### src/rtl/cmd_pkg.sv
// Shared constants, FSM states and command encoding for the command line parser.
// Pure declarations: no logic, no latency, no flow control.
package cmd_pkg;

  localparam logic [7:0] CH_BS    = 8'h08;
  localparam logic [7:0] CH_CR    = 8'h0D;
  localparam logic [7:0] CH_SPACE = 8'h20;
  localparam logic [7:0] CH_0     = 8'h30;
  localparam logic [7:0] CH_9     = 8'h39;
  localparam logic [7:0] CH_V     = 8'h56;
  localparam logic [7:0] CH_A     = 8'h41;
  localparam logic [7:0] CH_F     = 8'h46;
  localparam logic [7:0] CH_V_LC  = 8'h76;
  localparam logic [7:0] CH_A_LC  = 8'h61;
  localparam logic [7:0] CH_F_LC  = 8'h66;

  typedef enum logic [1:0] {
    ST_COLLECT,
    ST_PARSE,
    ST_COMMIT
  } state_t;

  typedef enum logic [1:0] {
    CMD_NONE,
    CMD_VEL,
    CMD_ANG,
    CMD_FIRE
  } cmd_t;

  function automatic cmd_t decode_cmd(input logic [7:0] c);
    case (c)
      CH_V, CH_V_LC: return CMD_VEL;
      CH_A, CH_A_LC: return CMD_ANG;
      CH_F, CH_F_LC: return CMD_FIRE;
      default:       return CMD_NONE;
    endcase
  endfunction

  function automatic logic is_digit(input logic [7:0] c);
    return (c >= CH_0) && (c <= CH_9);
  endfunction

endpackage

### src/rtl/command_line_parser_if.sv
// Character strobe in, parsed command words and completed line out.
// Strobe-only input with no ready; busy tells upstream that strobes are being dropped.
interface command_line_parser_if #(
  parameter int MAX_CHARS = 32
);
  logic [7:0]             input_character;
  logic                   input_made;
  logic [31:0]            velocity;
  logic [31:0]            angle;
  logic                   fire;
  logic [8*MAX_CHARS-1:0] line_content;
  logic                   line_ready;
  logic                   cmd_error;
  logic                   busy;

  modport master (
    output input_character, input_made,
    input  velocity, angle, fire, line_content, line_ready, cmd_error, busy
  );

  modport slave (
    input  input_character, input_made,
    output velocity, angle, fire, line_content, line_ready, cmd_error, busy
  );
endinterface

### src/rtl/line_buffer.sv
// Character line store with append, backspace, clear and indexed read; updates on the next edge.
// No backpressure: appends to a full buffer and backspaces on an empty one are ignored.
module line_buffer
  import cmd_pkg::*;
#(
  parameter int MAX_CHARS = 32,
  parameter int LW        = $clog2(MAX_CHARS + 1),
  parameter int IW        = $clog2(MAX_CHARS)
) (
  input  logic                   clock,
  input  logic                   reset,
  input  logic                   wr_en,
  input  logic [7:0]             wr_dat,
  input  logic                   bs_en,
  input  logic                   clear,
  output logic [LW-1:0]          length,
  input  logic [IW-1:0]          rd_idx,
  output logic [7:0]             rd_dat,
  output logic [8*MAX_CHARS-1:0] flat
);

  logic [7:0]    mem [MAX_CHARS];
  logic [LW-1:0] len_q;
  logic [IW-1:0] wr_ptr;
  logic [IW-1:0] bs_ptr;

  assign wr_ptr = IW'(len_q);
  assign bs_ptr = IW'(len_q - LW'(1));

  // Erased slots go back to space so the flattened view never shows stale text.
  always_ff @(posedge clock) begin
    if (reset || clear) begin
      for (int i = 0; i < MAX_CHARS; i++) mem[i] <= CH_SPACE;
      len_q <= '0;
    end else if (wr_en && (len_q < LW'(MAX_CHARS))) begin
      mem[wr_ptr] <= wr_dat;
      len_q       <= len_q + LW'(1);
    end else if (bs_en && (len_q != '0)) begin
      mem[bs_ptr] <= CH_SPACE;
      len_q       <= len_q - LW'(1);
    end
  end

  assign length = len_q;
  assign rd_dat = mem[rd_idx];

  for (genvar g = 0; g < MAX_CHARS; g++) begin : g_flat
    assign flat[8*g +: 8] = mem[g];
  end

endmodule

### src/rtl/command_line_parser.sv
// Line editor and V/A/F command parser; Enter with L chars publishes results L+1 cycles later.
// No backpressure: strobes arriving while busy (PARSE/COMMIT) are silently dropped.
module command_line_parser
  import cmd_pkg::*;
#(
  parameter int MAX_CHARS   = 32,
  parameter int VEL_MAX     = 100,
  parameter int ANGLE_MAX   = 180,
  parameter int ANGLE_RESET = 90
) (
  input logic                   clock,
  input logic                   reset,
  command_line_parser_if.slave  bus
);

  localparam int LW = $clog2(MAX_CHARS + 1);
  localparam int IW = $clog2(MAX_CHARS);

  state_t                 state_q, state_d;
  logic [IW-1:0]          idx_q, idx_d;
  logic [15:0]            acc_q, acc_d;
  cmd_t                   cmd_q, cmd_d;
  logic                   err_q, err_d;
  logic                   dig_q, dig_d;
  logic                   ovf_q, ovf_d;
  logic [31:0]            vel_q, vel_d;
  logic [31:0]            ang_q, ang_d;
  logic                   fire_q, fire_d;
  logic                   lr_q, lr_d;
  logic                   ce_q, ce_d;
  logic [8*MAX_CHARS-1:0] lc_q, lc_d;

  logic                   buf_wr;
  logic                   buf_bs;
  logic                   buf_clr;
  logic [LW-1:0]          buf_len;
  logic [7:0]             buf_rd;
  logic [8*MAX_CHARS-1:0] buf_flat;
  logic [19:0]            acc_ext;
  logic [15:0]            acc_sat;
  logic                   last_idx;
  logic                   line_bad;

  line_buffer #(.MAX_CHARS(MAX_CHARS)) u_line_buffer (
    .clock  (clock),
    .reset  (reset),
    .wr_en  (buf_wr),
    .wr_dat (bus.input_character),
    .bs_en  (buf_bs),
    .clear  (buf_clr),
    .length (buf_len),
    .rd_idx (idx_q),
    .rd_dat (buf_rd),
    .flat   (buf_flat)
  );

  // Digit value is the low nibble of '0'..'9'; the accumulator sticks at 0xFFFF.
  assign acc_ext  = (20'(acc_q) * 20'd10) + {16'd0, buf_rd[3:0]};
  assign acc_sat  = (acc_ext > 20'h0FFFF) ? 16'hFFFF : acc_ext[15:0];
  assign last_idx = (LW'(idx_q) == (buf_len - LW'(1)));
  assign line_bad = err_q | ovf_q | (((cmd_q == CMD_VEL) || (cmd_q == CMD_ANG)) && !dig_q);

  always_comb begin
    state_d = state_q;
    idx_d   = idx_q;
    acc_d   = acc_q;
    cmd_d   = cmd_q;
    err_d   = err_q;
    dig_d   = dig_q;
    ovf_d   = ovf_q;
    vel_d   = vel_q;
    ang_d   = ang_q;
    fire_d  = 1'b0;
    lr_d    = 1'b0;
    ce_d    = 1'b0;
    lc_d    = lc_q;
    buf_wr  = 1'b0;
    buf_bs  = 1'b0;
    buf_clr = 1'b0;

    case (state_q)
      ST_COLLECT: begin
        if (bus.input_made) begin
          if (bus.input_character == CH_BS) begin
            buf_bs = 1'b1;
            ovf_d  = 1'b0;
          end else if (bus.input_character == CH_CR) begin
            if (buf_len != '0) begin
              state_d = ST_PARSE;
              idx_d   = '0;
            end
          end else if (buf_len < LW'(MAX_CHARS)) begin
            buf_wr = 1'b1;
          end else begin
            ovf_d = 1'b1;
          end
        end
      end

      ST_PARSE: begin
        if (idx_q == '0) begin
          cmd_d = decode_cmd(buf_rd);
          if (decode_cmd(buf_rd) == CMD_NONE) err_d = 1'b1;
        end else if (is_digit(buf_rd) && ((cmd_q == CMD_VEL) || (cmd_q == CMD_ANG))) begin
          acc_d = acc_sat;
          dig_d = 1'b1;
        end else begin
          err_d = 1'b1;
        end
        if (last_idx) state_d = ST_COMMIT;
        else          idx_d   = idx_q + IW'(1);
      end

      ST_COMMIT: begin
        lc_d = buf_flat;
        lr_d = 1'b1;
        if (line_bad) begin
          ce_d = 1'b1;
        end else begin
          case (cmd_q)
            CMD_VEL:  vel_d  = (32'(acc_q) > 32'(VEL_MAX))   ? 32'(VEL_MAX)   : 32'(acc_q);
            CMD_ANG:  ang_d  = (32'(acc_q) > 32'(ANGLE_MAX)) ? 32'(ANGLE_MAX) : 32'(acc_q);
            CMD_FIRE: fire_d = 1'b1;
            default:  ;
          endcase
        end
        buf_clr = 1'b1;
        idx_d   = '0;
        acc_d   = '0;
        cmd_d   = CMD_NONE;
        err_d   = 1'b0;
        dig_d   = 1'b0;
        ovf_d   = 1'b0;
        state_d = ST_COLLECT;
      end

      default: state_d = ST_COLLECT;
    endcase
  end

  always_ff @(posedge clock) begin
    if (reset) begin
      state_q <= ST_COLLECT;
      idx_q   <= '0;
      acc_q   <= '0;
      cmd_q   <= CMD_NONE;
      err_q   <= 1'b0;
      dig_q   <= 1'b0;
      ovf_q   <= 1'b0;
      vel_q   <= '0;
      ang_q   <= 32'(ANGLE_RESET);
      fire_q  <= 1'b0;
      lr_q    <= 1'b0;
      ce_q    <= 1'b0;
      lc_q    <= {MAX_CHARS{CH_SPACE}};
    end else begin
      state_q <= state_d;
      idx_q   <= idx_d;
      acc_q   <= acc_d;
      cmd_q   <= cmd_d;
      err_q   <= err_d;
      dig_q   <= dig_d;
      ovf_q   <= ovf_d;
      vel_q   <= vel_d;
      ang_q   <= ang_d;
      fire_q  <= fire_d;
      lr_q    <= lr_d;
      ce_q    <= ce_d;
      lc_q    <= lc_d;
    end
  end

  assign bus.velocity     = vel_q;
  assign bus.angle        = ang_q;
  assign bus.fire         = fire_q;
  assign bus.line_content = lc_q;
  assign bus.line_ready   = lr_q;
  assign bus.cmd_error    = ce_q;
  assign bus.busy         = (state_q != ST_COLLECT);

endmodule

### src/flat_wrapper.sv
// flat-port wrapper written by rule: the top's interface ports become plain ports
module command_line_parser_flat import cmd_pkg::*;
#(
  parameter int MAX_CHARS   = 32,
  parameter int VEL_MAX     = 100,
  parameter int ANGLE_MAX   = 180,
  parameter int ANGLE_RESET = 90
)
  (clock, reset, bus_input_character, bus_input_made, bus_velocity, bus_angle, bus_fire, bus_line_content, bus_line_ready, bus_cmd_error, bus_busy);
  command_line_parser_if #(.MAX_CHARS(MAX_CHARS)) bus_i ();
  input logic clock;
  input logic reset;
  input wire logic [$bits(bus_i.input_character)-1:0] bus_input_character;
  input wire logic [$bits(bus_i.input_made)-1:0] bus_input_made;
  output wire logic [$bits(bus_i.velocity)-1:0] bus_velocity;
  output wire logic [$bits(bus_i.angle)-1:0] bus_angle;
  output wire logic [$bits(bus_i.fire)-1:0] bus_fire;
  output wire logic [$bits(bus_i.line_content)-1:0] bus_line_content;
  output wire logic [$bits(bus_i.line_ready)-1:0] bus_line_ready;
  output wire logic [$bits(bus_i.cmd_error)-1:0] bus_cmd_error;
  output wire logic [$bits(bus_i.busy)-1:0] bus_busy;
  assign bus_i.input_character = bus_input_character;
  assign bus_i.input_made = bus_input_made;
  assign bus_velocity = bus_i.velocity;
  assign bus_angle = bus_i.angle;
  assign bus_fire = bus_i.fire;
  assign bus_line_content = bus_i.line_content;
  assign bus_line_ready = bus_i.line_ready;
  assign bus_cmd_error = bus_i.cmd_error;
  assign bus_busy = bus_i.busy;
  command_line_parser #(.MAX_CHARS(MAX_CHARS), .VEL_MAX(VEL_MAX), .ANGLE_MAX(ANGLE_MAX), .ANGLE_RESET(ANGLE_RESET)) u_core (.clock(clock), .reset(reset), .bus(bus_i));
endmodule
### config.mk
export PLATFORM = sky130hd
export DESIGN_NAME = command_line_parser_flat
export DESIGN_NICKNAME = d
export VERILOG_FILES = /design/src/rtl/cmd_pkg.sv /design/src/rtl/command_line_parser_if.sv /design/src/rtl/line_buffer.sv /design/src/rtl/command_line_parser.sv /design/src/flat_wrapper.sv
export SDC_FILE = /design/constraint.sdc
export NUM_CORES = 1
export LEC_CHECK = 0
export ABC_AREA = 0
export CAP_MARGIN = 10
export CORE_MARGIN = 10
export CORE_UTILIZATION = 60
export DETAILED_ROUTE_END_ITERATION = 10
export GPL_TIMING_DRIVEN = 0
export HOLD_SLACK_MARGIN = 0.08
export PLACE_DENSITY = 0.86
export SLEW_MARGIN = 20
export SYNTH_ARGS = -nofsm -noshare
export SYNTH_HDL_FRONTEND = slang
export SYNTH_SLANG_ARGS = --single-unit
export TNS_END_PERCENT = 10
### constraint.sdc
create_clock -name clock -period 12.3 [get_ports clock]
set_clock_uncertainty 0.2 [all_clocks]
set_input_delay 2.46 -clock clock [delete_from_list [all_inputs] [get_ports clock]]
set_output_delay 2.46 -clock clock [all_outputs]
set_load 0.02 [all_outputs]
==> metrics.cfg <==
[status]
outcome=finished clean

[place]
dp_hpwl_um=66200
port-buffer-count=300
dp_cells=3105
globalplace.congestion=1.01

[cells_and_area]
fin_cells=3215
area_growth_pct=22.5
drive_above_1_share=0.107
nets=2633

[drt]
antenna_left=0
vias=19800
drt_iter0_drc=2510
viasPerCell=6.15
drc=0
dr.pass1.iters=6
wl_um=89200
post_drt_wl_per_cell_um=27.8

[global_routing]
grt.overflow.total=0
grt_pass1_wl_um=129000
antenna_found_initial=1
groute.usage.overall=0.329
grt_pass1_vias=19500
grt_max_degree=17

[worst_setup_path]
crit_slowest_cell=nor4_2
critPathKind=in -> reg
crit_top_cell=nor4_2
worst-path-buf-inv=3
critPathArrivalTime_ps=7050
start_kind=input port
cp_top_family=simple AND/OR/NAND/NOR gates
critical_path.max_stage_delay_ps=810
required_ps=12360
end_kind=register
critPathMaxFanout=10
cp_cell_sequence=clkdlybuf4s50_1 > nor4_2 > nand3b_1 > or3_1 > nor3_2 > buf_2 > nand3_1 > xnor2_2 > buf_4 > nor4_2 > nand2b_1

[timing]
slew_violations=0
hold_viol=0
fin_tns_setup_ps=0
worst_slew_pin_slew_ps=1150
fin_crit_ps=6990
timing.final.crit_share=0.569
slew_headroom=0.212
setup-violations-final=0
rsz0062_at_grt=false
fmax_mhz=143

[clocking]
cts-root-buf=clkbuf_16
clkLatencyLatePin_ps=640
path_clk_slew_ps=60
postCtsSetupBuffers=0
cts_hold_buffers=0
cts_tree=built
htree_levels=2
cts_resized=0
cts.sinks=586
clk_path_buf_depth=3
cts_made_buffers=56

[yosys]
ys_top_cells_by_area=edfxtp_1 30%, dfxtp_1 25%, mux2i_1 12%
yosys.area.top_type=edfxtp_1
synthCells=2188
async_flop_share=0
synth-seq-cells=586
synth_top_flop_cell=dfxtp_1
synth.most_common_cell=dfxtp_1
synth_common_cells=330 x dfxtp_1, 303 x mux2i_1, 272 x nor2_1
synthesis.area_sq_um=26000
synth_cell_type_count=78
ys_seq_area_frac=0.550
synth_enable_flop_cells=256
ys_warn_count=0
synth_top_area_share=0.296
syn-mean-instance-area_sq_um=11.9

[power_and_ir_drop]
leakage_uw=0.0113
powerDensity_nw_per_um2=130
ir_drop_v=0.000131

[worst_hold_path]
hold_path_class=reg -> reg

[floorplan]
dieHeight_um=228
std_cell_rows=76
start_util=0.605
die_w_um=228
ios=335
fp.coreArea_sq_um=43000
dieArea_sq_um=52000

[run]
maxCapViolations=0

worst paths after layout:
path | startpoint | to | slack (ps) | cells after the start
min | bus_line_content[229]$_SDFFE_PP1P_ | bus_line_content[229]$_SDFFE_PP1P_ | 270 | 2
min reg2reg | bus_line_content[229]$_SDFFE_PP1P_ | bus_line_content[229]$_SDFFE_PP1P_ | 270 | 2
max | bus_input_character[4] | u_core.u_line_buffer.mem[6][6]$_SDFFCE_PN0P_ | 5310 | 11
max reg2reg | register | u_core.acc_q[9]$_SDFFE_PP0P_ | 5800 | 18
tightest hold or removal path: cells and delay by family, from the launching register on:
kind / cells / cell delay (ps)
multiplexers: 1 / 60
AND/OR/NAND/NOR: 1 / 60
flip-flops: 1 / 330
area by class of cell:
class	count	area [sq um]
Sequential cell	586	14300
Fill cell	2864	11200
Multi-Input combinational cell	1428	10900
Timing Repair Buffer	301	3010
Clock buffer	76	1720
Buffer	177	855
Tap cell	585	732
Clock inverter	30	238
Inverter	28	105
Antenna cell	4	10.0
stage by stage:
| stage | setup WS, ps | power [uW] | utilization | cell area (sq um) | hold slack [ps] |
|---|---|---|---|---|---|
| after detailed placement | 4900 | 2350 | 0.695 | 29900 | 262 |
| after global placement | 4780 | 2350 | 0.694 | 29800 | 252 |
| after floorplan | 6700 | 2260 | - | 26100 | 227 |
| after global routing | 5340 | 4210 | 0.740 | 31800 | 294 |
| final | 5310 | 4130 | 0.740 | 31800 | 273 |
| after CTS | 5520 | 4110 | 0.740 | 31800 | 278 |
logic make-up after synthesis:
| family | Yosys count | share of synthesized area |
|---|---|---|
| AOI/OAI and AO/OA | 138 | 0.0385 |
| xor gates and xnor gates | 44 | 0.0163 |
| adders and majority gates | 44 | 0.0218 |
| buffers and inverters | 205 | 0.0369 |
| DFF | 586 | 0.550 |
| muxes | 356 | 0.161 |
| other | 1 | 0.000144 |
| and+or+nand+nor | 814 | 0.175 |
power by group:
group	switching, uW	internal, uW	total, uW
Combinational	158	64.8	222
Clock	778	1030	1800
Sequential	40.5	2060	2100
layout by cell type, fill, tap and decap left out, types with 32 or more instances in the layout:
| master | netlist | layout |
|---|---|---|
| dfxtp_1 | 330 | 330 |
| mux2i_1 | 303 | 303 |
| clkdlybuf4s50_1 | 0 | 300 |
| nor2_1 | 272 | 272 |
| edfxtp_1 | 256 | 256 |
| and2_1 | 197 | 197 |
| clkbuf_1 | 95 | 97 |
| nand2_1 | 96 | 96 |
| clkbuf_16 | 0 | 62 |
| and3_1 | 60 | 60 |
| mux4_2 | 50 | 50 |
| ha_1 | 42 | 42 |
| buf_4 | 41 | 41 |
| nand3_1 | 38 | 38 |
| nand2b_1 | 36 | 36 |
| conb_1 | 1 | 32 |
per-layer routing:
layer  share of wire  routed length, um  global-route usage  vias up
li1                -                  -                   -     8496
met1            0.36              32600               0.396     9738
met2            0.47              41800               0.531     1276
met3            0.11               9720              0.0866      278
met4           0.058               5130               0.184        0
met5               0                  0                   0        -
state kept, by name, summed over array words and instances, names as in the netlist, 2 cells and up, named ones only:
signal / count
bus_line_content: 256
u_core.u_line_buffer.mem: 256
u_core.acc_q: 16
u_core.idx_q: 5
u_core.state_q: 2
u_core.bus.velocity: 16
u_core.cmd_q: 2
u_core.u_line_buffer.length: 6
u_core.bus.angle: 16
Note: power is estimated with default switching activity, not from simulation.
